==> src/rtl/font_pkg.sv <==
// Shared constants and FSM encoding for the glyph renderer.
// Contents: glyph geometry, printable ASCII range, substitute code,
// and the renderer state enum.
package font_pkg;

  localparam int GLYPH_W = 16;
  localparam int GLYPH_H = 32;

  localparam logic [7:0] FIRST_CHAR = 8'h20;
  localparam logic [7:0] LAST_CHAR  = 8'h7E;
  localparam logic [7:0] SUB_CHAR   = 8'h3F;

  typedef enum logic [1:0] {
    ST_IDLE   = 2'd0,
    ST_FETCH  = 2'd1,
    ST_WAIT   = 2'd2,
    ST_STREAM = 2'd3
  } state_t;

endpackage

==> src/rtl/font_glyph_renderer.sv <==
// Turns one ASCII code into a raster stream of glyph pixels.
//   clk, reset_n           : clock, async active-low reset
//   char_valid/ready/code  : ASCII input handshake
//   mem_*                  : single-read glyph memory master (1-cycle read latency)
//   pix_*                  : pixel stream, row-major, top row first, MSB leftmost
//   busy                   : high whenever a glyph is in flight
//
// state     | meaning
// ----------+------------------------------------------------
// ST_IDLE   | ready for the next character
// ST_FETCH  | one-cycle read strobe to glyph memory
// ST_WAIT   | capture read data, clear x/y counters
// ST_STREAM | emit pixels until the pix_last transfer
module font_glyph_renderer #(
  parameter int         GLYPH_W    = font_pkg::GLYPH_W,
  parameter int         GLYPH_H    = font_pkg::GLYPH_H,
  parameter logic [7:0] FIRST_CHAR = font_pkg::FIRST_CHAR,
  parameter logic [7:0] LAST_CHAR  = font_pkg::LAST_CHAR,
  parameter logic [7:0] SUB_CHAR   = font_pkg::SUB_CHAR
) (
  input  logic         clk,
  input  logic         reset_n,
  input  logic         char_valid,
  output logic         char_ready,
  input  logic [7:0]   char_code,
  output logic [6:0]   mem_address,
  output logic         mem_chipselect,
  output logic         mem_clken,
  input  logic [511:0] mem_readdata,
  output logic         pix_valid,
  input  logic         pix_ready,
  output logic         pix_data,
  output logic [3:0]   pix_x,
  output logic [4:0]   pix_y,
  output logic         pix_last,
  output logic         pix_subst,
  output logic         busy
);
  import font_pkg::*;

  state_t       state;
  state_t       state_nxt;
  logic         armed;
  logic         subst;
  logic [511:0] glyph;
  logic [3:0]   x_cnt;
  logic [4:0]   y_cnt;
  logic         accept;
  logic         xfer;
  logic         in_range;

  // char_ready must stay low during reset and rise only after the first edge,
  // so it is qualified by a flop rather than by the raw reset pin.
  always_ff @(posedge clk or negedge reset_n) begin
    if (!reset_n) armed <= 1'b0;
    else          armed <= 1'b1;
  end

  always_ff @(posedge clk or negedge reset_n) begin
    if (!reset_n) state <= ST_IDLE;
    else          state <= state_nxt;
  end

  always_comb begin
    state_nxt = state;
    case (state)
      ST_IDLE:   if (accept) state_nxt = ST_FETCH;
      ST_FETCH:  state_nxt = ST_WAIT;
      ST_WAIT:   state_nxt = ST_STREAM;
      ST_STREAM: if (xfer && pix_last) state_nxt = ST_IDLE;
      default:   state_nxt = ST_IDLE;
    endcase
  end

  assign char_ready     = armed && (state == ST_IDLE);
  assign accept         = char_valid && char_ready;
  assign mem_chipselect = (state == ST_FETCH);
  assign mem_clken      = (state == ST_FETCH);
  assign pix_valid      = (state == ST_STREAM);
  assign xfer           = pix_valid && pix_ready;
  assign busy           = (state != ST_IDLE);
  assign in_range       = (char_code >= FIRST_CHAR) && (char_code <= LAST_CHAR);

  // {y, ~x} == y*16 + (15 - x): leftmost pixel is the row MSB.
  assign pix_data  = glyph[{y_cnt, ~x_cnt}];
  assign pix_x     = x_cnt;
  assign pix_y     = y_cnt;
  assign pix_subst = subst;
  assign pix_last  = pix_valid && (x_cnt == 4'(GLYPH_W - 1)) && (y_cnt == 5'(GLYPH_H - 1));

  always_ff @(posedge clk or negedge reset_n) begin
    if (!reset_n) begin
      mem_address <= '0;
      subst       <= 1'b0;
      glyph       <= '0;
      x_cnt       <= '0;
      y_cnt       <= '0;
    end else begin
      if (accept) begin
        mem_address <= in_range ? 7'(char_code - FIRST_CHAR) : 7'(SUB_CHAR - FIRST_CHAR);
        subst       <= !in_range;
      end
      if (state == ST_WAIT) begin
        glyph <= mem_readdata;
        x_cnt <= '0;
        y_cnt <= '0;
      end else if (xfer) begin
        if (x_cnt == 4'(GLYPH_W - 1)) begin
          x_cnt <= '0;
          y_cnt <= y_cnt + 5'd1;
        end else begin
          x_cnt <= x_cnt + 4'd1;
        end
      end
    end
  end

endmodule

==> config.mk <==
export PLATFORM = sky130hd
export DESIGN_NAME = font_glyph_renderer
export DESIGN_NICKNAME = d
export VERILOG_FILES = /design/src/rtl/font_pkg.sv /design/src/rtl/font_glyph_renderer.sv
export SDC_FILE = /design/constraint.sdc
export NUM_CORES = 1
export LEC_CHECK = 0
export CAP_MARGIN = 10
export CORE_AREA = 8 8 293 295
export DETAILED_ROUTE_END_ITERATION = 10
export DIE_AREA = 0 0 301 303
export GPL_ROUTABILITY_DRIVEN = 0
export PLACE_DENSITY = 0.62
export SLEW_MARGIN = 15
export SYNTH_ARGS = -nofsm -noshare
export SYNTH_HDL_FRONTEND = slang
export SYNTH_SLANG_ARGS = --single-unit
==> constraint.sdc <==
create_clock -name clk -period 3.2 [get_ports clk]
set_clock_uncertainty 0.05 [all_clocks]
set_input_delay 0.64 -clock clk [delete_from_list [all_inputs] [get_ports clk]]
set_output_delay 0.64 -clock clk [all_outputs]
set_load 0.03 [all_outputs]
### Yosys cells after proc, flatten, opt, wreduce, memory -nomap -nowiden

Index checks and enable logic that the tools add are counted.

* bits in registers: 532
* input port bits: 524
* output and inout bits: 24
* logic and storage cells: 47

* $add $sub $neg: 3
* magnitude comparators: 3
* eq/ne operators: 7
* mux-type cells: 12
* bitwise gates (word level): 1
* reduce and logical (&&, ||, !) cells: 14

Operator list (count)
* 5-bit two-way mux: 3
* 4-bit two-way mux: 3
* 9-bit by 10-bit < comparator with 1-bit output, second input constant: 1
* 1-bit binary-select mux with 9-bit select: 1
* 8-bit by 6-bit >= comparator with 1-bit output, second input constant: 1
* 8-bit by 7-bit less-or-equal comparator with 1-bit output, second input constant: 1
* 2-bit case mux with 4 select lines: 1
* 1-bit logical AND: 7
* 7-bit two-way mux: 1
* 7-bit by 6-bit subtractor with 7-bit output, second input constant: 1
* 2-bit nonzero test: 3
* 5-bit by 1-bit adder with 5-bit output, second input constant: 1
* 5-bit == test, second input constant: 1
* 4-bit by 1-bit adder with 4-bit output, second input constant: 1
* 2-bit == test, second input constant: 2
* 4-bit == test, second input constant: 1
* 2-bit two-way mux: 2
* 4-bit inverter: 1
* 2-bit AND reduction: 2
* 2-bit by 1-bit == test with 1-bit output, second input constant: 1
* 2-bit logical NOT: 1
* 2-bit by 1-bit inequality test with 1-bit output, second input constant: 1
* 2-bit inequality test, second input constant: 1
* 1-bit logical NOT: 1
* 1-bit two-way mux: 1

### Depth between registers and ports, before layout

Gate-level depths: netlist of the first run.

* word-level depth: 6
* gate-level depth with buffers: 11
* mapped depth without buffers: 7

### Worst setup path before layout of the first run

No wires, ideal clock.

* path kind: reg-to-output
* start: register x_cnt[1] (netlist: pix_x[1])
* end: output pix_data
* data arrival time: 2808 ps
* required time: 2510 ps
* setup slack: -298 ps
* cell stages (with the launch flop): 10
* buffers on the path: 4
* cell sequence: dfrtp_1 -> buf_2 -> buf_2 -> buf_2 -> buf_2 -> mux4_2 -> a2111oi_0 -> nor3_1 -> nor4_1 -> nand4b_1

* longest elaborated chain between the ends: 3

RTL lines
* from (decl): RTL line font_glyph_renderer.sv:46 `logic [3:0] x_cnt;`
* from (signal assigned): RTL line font_glyph_renderer.sv:112 `x_cnt <= x_cnt + 4'd1;`
* 4-bit inverter: RTL line font_glyph_renderer.sv:85 `assign pix_data = glyph[{y_cnt, ~x_cnt}];`
* 1-bit binary-select mux with 9-bit select: RTL line font_glyph_renderer.sv:85
* 1-bit two-way mux (implied by the code): RTL line font_glyph_renderer.sv:85
* to (decl): RTL line font_glyph_renderer.sv:32 `output logic pix_data,`

No other way between the ends. The select of a mux whose other input is x is not followed.

### Final worst setup path of the first run

* start: register x_cnt[0] (netlist: pix_x[0])
* end: output pix_data

The elaborated chain is that of the path after synthesis.

==> flow_summary_export.csv, run 1 <==
group,metric,value,unit
synth,synth_top_family_by_area,"multiplexers",
synth,synth_largest_area_cell,"dfrtp_1",
global_routing,gr-total-overflow,0,
cts,insertion_delay,600,ps
timing,max_freq,224.6,MHz
placement,postPlaceCellArea,31940,um2
synth,syn_area,24130,um2
synth,synth_ff_type,"dfrtp_1",
cts,cts_inserted_buffers,60,
power_and_ir_drop,total_power,31.58,mW
synth,synth-async-reset-ratio,100.0,%
floorplan,fp-row-count,105,
routing,wirelength,82.98,mm
cts,clock-sinks,532,
run_status,outcome,"complete, but fails checks",
floorplan,die_w,301,um
synth,synth_edf_count,0,
setup_path,reg2reg_slack,940,ps
cts,cts_tree,"yes",
power_and_ir_drop,ir_worst_vdd,0.3460,mV
power_and_ir_drop,p_comb_share,40.4,%
run,drv_cap,0,
placement,io_buffers,547,
timing,rsz0062_at_grt,"yes",
run_status,violations,"setup timing",
global_routing,grt_use_total,17.69,%
floorplan,io_pins,548,
timing,post-route-min-period,4452,ps
setup_path,critical_path_class,"flop to primary output",
final_layout,design_area,34050,um2
global_routing,grt_pass1_vias,18301,
timing,fin_ws,-1252,ps
synth,synth_adder_area_share,0.4666,%
routing,ant_nets,0,
hold_path,hold_end,"mem_address[5]$_DFFE_PN0P_",
power_and_ir_drop,powerDensity,927.6,nW/um2
timing,finalCritPeriodShare,139.1,%
timing,worst_pin_slew,750.4,ps
power_and_ir_drop,p_seq_share,38.5,%
synth,ys_top_cells_by_area,"dfrtp_1 (55%), mux2_2 (24%), mux4_2 (8.2%), mux2i_1 (3.0%), clkbuf_1 (1.2%)",
setup_path,crit_path_end_kind,"primary output",
floorplan,initial_core_util,29.72,%
routing,drtIter0Drc,903,
global_routing,grt_max_degree,99,
setup_path,cp.arrival,3760,ps
hold_path,hold_path_depth,2,
routing,routedWlPerCell,24.91,um
final_layout,utilization,41.93,%
power_and_ir_drop,power.leakage,13.39,nW
routing,via_count,16122,
setup_path,r2r_cells,5,
placement,dp_hpwl,65.34,mm
setup_path,worstReg2RegEnd,"glyph[243]$_DFFE_PN0P_",
routing,avgViaCountPerCell,4.840,
setup_path,r2r_start,"state[0]$_DFFE_PN0P_",
power_and_ir_drop,swShare,30.65,%
setup_path,path_max_fanout,7,
hold_path,hold_class,"flop to flop",
setup_path,startpoint_type,"flop",
synth,yosysWarnings,0,
final_layout,fin_nets,2735,
floorplan,core,81190,um2
setup_path,required,2510,ps
final_layout,area_growth,41.08,%
synth,synthTopCellsByCount,"dfrtp_1 (532), mux2_2 (523), mux4_2 (88)",
cts,clk_pin_slew_worst_paths,60,ps
floorplan,die_h,303,um
final_layout,fin_cells,3331,
power_and_ir_drop,clockPowerShare,21.2,%
synth,syn_avg_cell_area,15.57,um2
final_layout,n_fill_cell,7400,
synth,synthMuxAreaShare,36.84,%
timing,setup_viol,1,
floorplan,die_area,91200,um2
synth,ys_ff_latch,532,
cts,clock_path_buffers,3,
timing,slew_violations,0,
synth,netlist.area_leader.share,55.17,%
placement,dpl.cell_count,3204,
synth,ys_types,58,
synth,netlist_instances,1550,
cts,cts_root_buf,"clkbuf_16",
routing,dr.pass1.iters,5,
power_and_ir_drop,p_int,21.90,mW
synth,synth_compound_area_share,3.339,%
cts,ctsHtreeMaxLevel,2,
final_layout,drive_gt1_share,39.20,%
synth,synth_seq_area_share,55.17,%
global_routing,grt_pass1_wl,120.8,mm
synth,yosys.area_share.simple,1.685,%
synth,synth_xor_area_share,0.1452,%
power_and_ir_drop,power.switching,9.679,mW
synth,synth_most_common_cell,"dfrtp_1",
routing,drc_errors,0,
global_routing,antenna_found_initial,15,
timing,slew-limit-headroom,49.98,%
synth,synth.net_count,2083,
timing,hold_viol_final,0,
hold_path,hold_start,"mem_address[5]$_DFFE_PN0P_",
[flip-flops by register name, summed over array words and instances (netlist names)]
| signal | cells |
|---|---|
| pix_y | 5 |
| armed | 1 |
| state | 2 |
| mem_address | 7 |
| glyph | 512 |
| pix_x | 4 |
| pix_subst | 1 |
[critical path, stage by stage (launching register included)]
cell and delay, ps:
dfrtp_4 520, buf_4 170, or3b_2 500, buf_12 170, o221ai_1 250, a221oi_2 70, buf_4 140, nand4b_1 280
nor3_2 430, nor4_4 100, buf_4 140, nand4b_1 220, buf_12 160
[stage by stage]
| stage | TNS (ps) | setup WS [ps] | hold slack (ps) |
|---|---|---|---|
| after floorplan | -102.1 | -102.1 | 294.4 |
| after global placement | -1285 | -1285 | 417.9 |
| after detailed placement | -1225 | -1225 | 440.7 |
| after CTS | -1451 | -1451 | 453.0 |
| after global routing | -1531 | -1531 | 459.3 |
| final | -1252 | -1252 | 447.0 |
[final cells by class]
type | instances | area [um2] | area share [%]
Timing Repair Buffer | 703 | 7043 | 20.69
Multi-Input combinational cell | 898 | 10360 | 30.42
Clock inverter | 15 | 121.4 | 0.3565
Antenna cell | 11 | 27.53 | 0.08085
Tap cell | 1070 | 1339 | 3.932
Clock buffer | 95 | 1804 | 5.300
Sequential cell | 532 | 13330 | 39.15
Inverter | 7 | 26.28 | 0.07718
[logic make-up (layout without fill, tap and decap cells)]
family,after synthesis,in the layout
xor+xnor,4,4
buf+inv,120,820
other cells,1,12
mux,695,695
fa+ha+maj,9,9
compound gates,107,107
flops,532,532
simple gates,82,82
[worst max-delay path by stage]
stage	depth (start not counted)	startpoint	end
after CTS	11	pix_x[0]$_DFFE_PN0P_	pix_data
after floorplan	9	pix_x[0]$_DFFE_PN0P_	pix_data
after global routing	13	pix_x[0]$_DFFE_PN0P_	pix_data
after global placement	11	pix_x[0]$_DFFE_PN0P_	pix_data
after detailed placement	11	pix_x[0]$_DFFE_PN0P_	pix_data
final	12	pix_x[0]$_DFFE_PN0P_	pix_data
[power by group through the flow]
stage	clock [mW]	sequential, mW	combinational [mW]
floorplan	0	11.5	9.00
global placement	0	12.1	12.4
detailed placement	0	12.3	12.8
CTS	6.90	12.2	12.9
global route	7.17	12.6	13.7
finish	6.69	12.1	12.7
[what timing repair did]
item,CTS,global route
hold endpoints to repair,48,0
setup buffers,4,1
pin swaps,3,0
gates cloned,0,0
resized for setup,17,3
setup endpoints to repair,2,1
hold buffers,1,0
[layer usage]
layer | global-route usage (%) | share of wire [%] | up-vias
met5 | 0 | 0.014 | -
met4 | 5.714 | 2.8 | 2
met3 | 3.552 | 5.0 | 118
met2 | 29.69 | 50 | 483
met1 | 22.86 | 43 | 8326
li1 | - | - | 7193
[layout by cell type (no fill, tap or decap), drive strengths merged, types with 3 or more instances in the layout]
| cell | instances |
|---|---|
| a211o | 7 |
| a211oi | 10 |
| a21oi | 10 |
| a221oi | 11 |
| a22oi | 5 |
| and2 | 5 |
| buf | 158 |
| clkbuf | 95 |
| clkdlybuf4s50 | 544 |
| clkinv | 12 |
| dfrtp | 532 |
| diode | 11 |
| ha | 9 |
| inv | 8 |
| mux2 | 523 |
| mux2i | 73 |
| mux4 | 99 |
| nand2 | 25 |
| nand3 | 6 |
| nand3b | 3 |
| nand4 | 5 |
| nand4b | 3 |
| nor2 | 21 |
| nor2b | 4 |
| nor3 | 3 |
| o2111ai | 3 |
| o21ai | 11 |
| o221ai | 15 |
| o22a | 8 |
| o22ai | 11 |
Note: power is estimated with default switching activity, not from simulation.
==> inputs of run 2 (changes only) <==
- GPL_TIMING_DRIVEN: not set -> 0
==> run 2 against run 1 <==
  * The run still ends with setup timing left
  * Sequential power about the same
  * Critical path depth down 2
  * Sequential cell count unchanged
  * Combinational power up 7%
  * Setup slack better by 160 ps
  * Core utilization down 0.093 points
==> flow_summary_export.csv, run 2 (synthesized netlist as in run 1, its figures left out) <==
group,metric,value,unit
timing,post-route-min-period,4292,ps
routing,routedWlPerCell,28.54,um
timing,max_freq,233.0,MHz
placement,postPlaceCellArea,31110,um2
power_and_ir_drop,ir_worst_vdd,0.3917,mV
timing,slew_violations,0,
timing,hold_viol_final,0,
setup_path,startpoint,"pix_x[0]$_DFFE_PN0P_",
global_routing,grt_use_total,20.48,%
global_routing,grt_pass1_wl,134.2,mm
setup_path,worstReg2RegEnd,"glyph[78]$_DFFE_PN0P_",
setup_path,critical_path_class,"flop to primary output",
routing,wirelength,94.82,mm
routing,dr.pass1.iters,5,
hold_path,hold_path_depth,2,
global_routing,grt_max_degree,107,
setup_path,startpoint_type,"flop",
setup_path,crit_end,"pix_data",
run,drv_cap,0,
timing,fin_ws,-1092,ps
global_routing,antenna_found_initial,34,
final_layout,area_growth,40.77,%
setup_path,crit_slowest_cell,"mux4_1",
floorplan,core,81190,um2
power_and_ir_drop,powerDensity,967.5,nW/um2
final_layout,fin_nets,2720,
final_layout,layout_commonest_cell,"clkdlybuf4s50_1",
routing,avgViaCountPerCell,4.952,
final_layout,n_fill_cell,7490,
routing,drtIter0Drc,924,
placement,io_buffers,547,
timing,finalCritPeriodShare,134.1,%
hold_path,hold_class,"flop to flop",
timing,setup_viol,1,
setup_path,path_max_fanout,7,
timing,setup_tns,-1092,ps
global_routing,gr-total-overflow,0,
power_and_ir_drop,power.leakage,13.20,nW
final_layout,drive_gt1_share,36.35,%
final_layout,design_area,33970,um2
timing,slew-limit-headroom,37.76,%
floorplan,fp-row-count,105,
setup_path,cp.arrival,3600,ps
floorplan,die_h,303,um
final_layout,top_register,"glyph",
cts,cts_tree,"yes",
run_status,violations,"setup timing",
cts,insertion_delay,580,ps
floorplan,initial_core_util,29.72,%
placement,dpl_worst_slack,-3006,ps
routing,drc_errors,0,
final_layout,largest_reg_flops,512,
floorplan,io_pins,548,
cts,cts_inserted_buffers,66,
run_status,outcome,"complete, but fails checks",
setup_path,path_buf_inv,3,
setup_path,reg2reg_slack,90,ps
floorplan,die_w,301,um
setup_path,crit_cells,10,
cts,clock_path_buffers,3,
cts,clk_pin_slew_worst_paths,60,ps
setup_path,cpPeakStageDelay,550,ps
routing,ant_nets,0,
cts,ctsHtreeMaxLevel,3,
placement,dp_hpwl,71.97,mm
routing,via_count,16452,
setup_path,r2r_start,"state[0]$_DFFE_PN0P_",
cts,clock-sinks,532,
setup_path,required,2510,ps
setup_path,cp_cell_sequence,"buf_12, buf_4, mux4_1, a22o_1, a211oi_1, a2111oi_4, a31oi_1, a311o_1, nand4b_1, buf_6",
floorplan,die_area,91200,um2
timing,rsz0062_at_grt,"yes",
global_routing,grt_pass1_vias,18898,
setup_path,r2r_cells,5,
setup_path,crit_path_end_kind,"primary output",
cts,cts_root_buf,"clkbuf_16",
final_layout,final_cell_mix,"clkdlybuf4s50_1 (544), dfrtp_1 (528), mux2_2 (522)",
timing,worst_pin_slew,931.8,ps
setup_path,crit_family,"compound AO/OA/AOI/OAI gates",
==> run 2: changes by cell type in the layout (fill, tap and decap cells not counted), sizes merged <==
| cell | change |
|---|---|
| buf | -99 |
| clkbuf | +75 |
| diode | +10 |
| bufinv | +4 |
| clkinv | -1 |
| clkinvlp | +1 |
| inv | +1 |
==> run 2: how the worst min path moves through the flow <==
stage,end,slack (ps),start
after global routing,glyph[471]$_DFFE_PN0P_,460,glyph[471]$_DFFE_PN0P_
final,mem_address[6]$_DFFE_PN0P_,440,mem_address[6]$_DFFE_PN0P_
after floorplan,armed$_DFF_PN0_,290,reset_n
after global placement,mem_address[6]$_DFFE_PN0P_,420,mem_address[6]$_DFFE_PN0P_
after detailed placement,mem_address[6]$_DFFE_PN0P_,430,mem_address[6]$_DFFE_PN0P_
after CTS,mem_address[6]$_DFFE_PN0P_,440,mem_address[6]$_DFFE_PN0P_
==> run 2: repair_timing <==
action,4_1_cts,5_1_grt
hold endpoints to repair,68,0
setup buffers,18,0
gates resized for setup,136,7
hold buffers,1,0
pin swaps,9,0
cloned,1,0
endpoints found under the setup margin,396,3
==> run 2: final cells by class <==
type,count,area [um2],share of cell area [%]
sequential,532,13320,39.21
buffer,110,844.6,2.486
tap,1070,1339,3.941
clock buffer,92,1831,5.389
multi-input combinational,898,10470,30.81
timing repair buffer,572,5837,17.18
antenna,21,52.55,0.1547
clock inverter,20,249.0,0.7330
inverter,7,31.28,0.09208
==> run 2: metal layers <==
layer	global-route usage (%)	up-vias	share of wire [%]
li1	-	7122	-
met1	25.37	8662	41
met2	34.76	523	50
met3	5.406	125	6.4
met4	6.421	20	2.2
met5	0	-	0.13
==> run 2: where the power goes <==
part | leakage (nW) | switching, mW | internal, mW
combinational | 5.93 | 5.87 | 7.73
clock | 1.02 | 2.93 | 4.39
sequential | 6.26 | 1.72 | 10.2
==> run 2: through the flow <==
stage | utilization (%) | instances | hold WS [ps] | total power, mW
floorplan | - | 1550 | 294.4 | 20.50
global placement | 38.14 | 3167 | 424.8 | 24.58
detailed placement | 38.32 | 3172 | 427.4 | 25.08
CTS | 41.75 | 3301 | 438.8 | 33.27
global route | 41.83 | 3319 | 461.5 | 34.72
finish | 41.84 | 3322 | 438.0 | 32.87
==> run 2: tightest hold or removal path, delay by kind of cell (launching register included) <==
kind / cells / cell delay [ps]
simple gates: 1 / 50
flops: 1 / 340
compound gates: 1 / 60
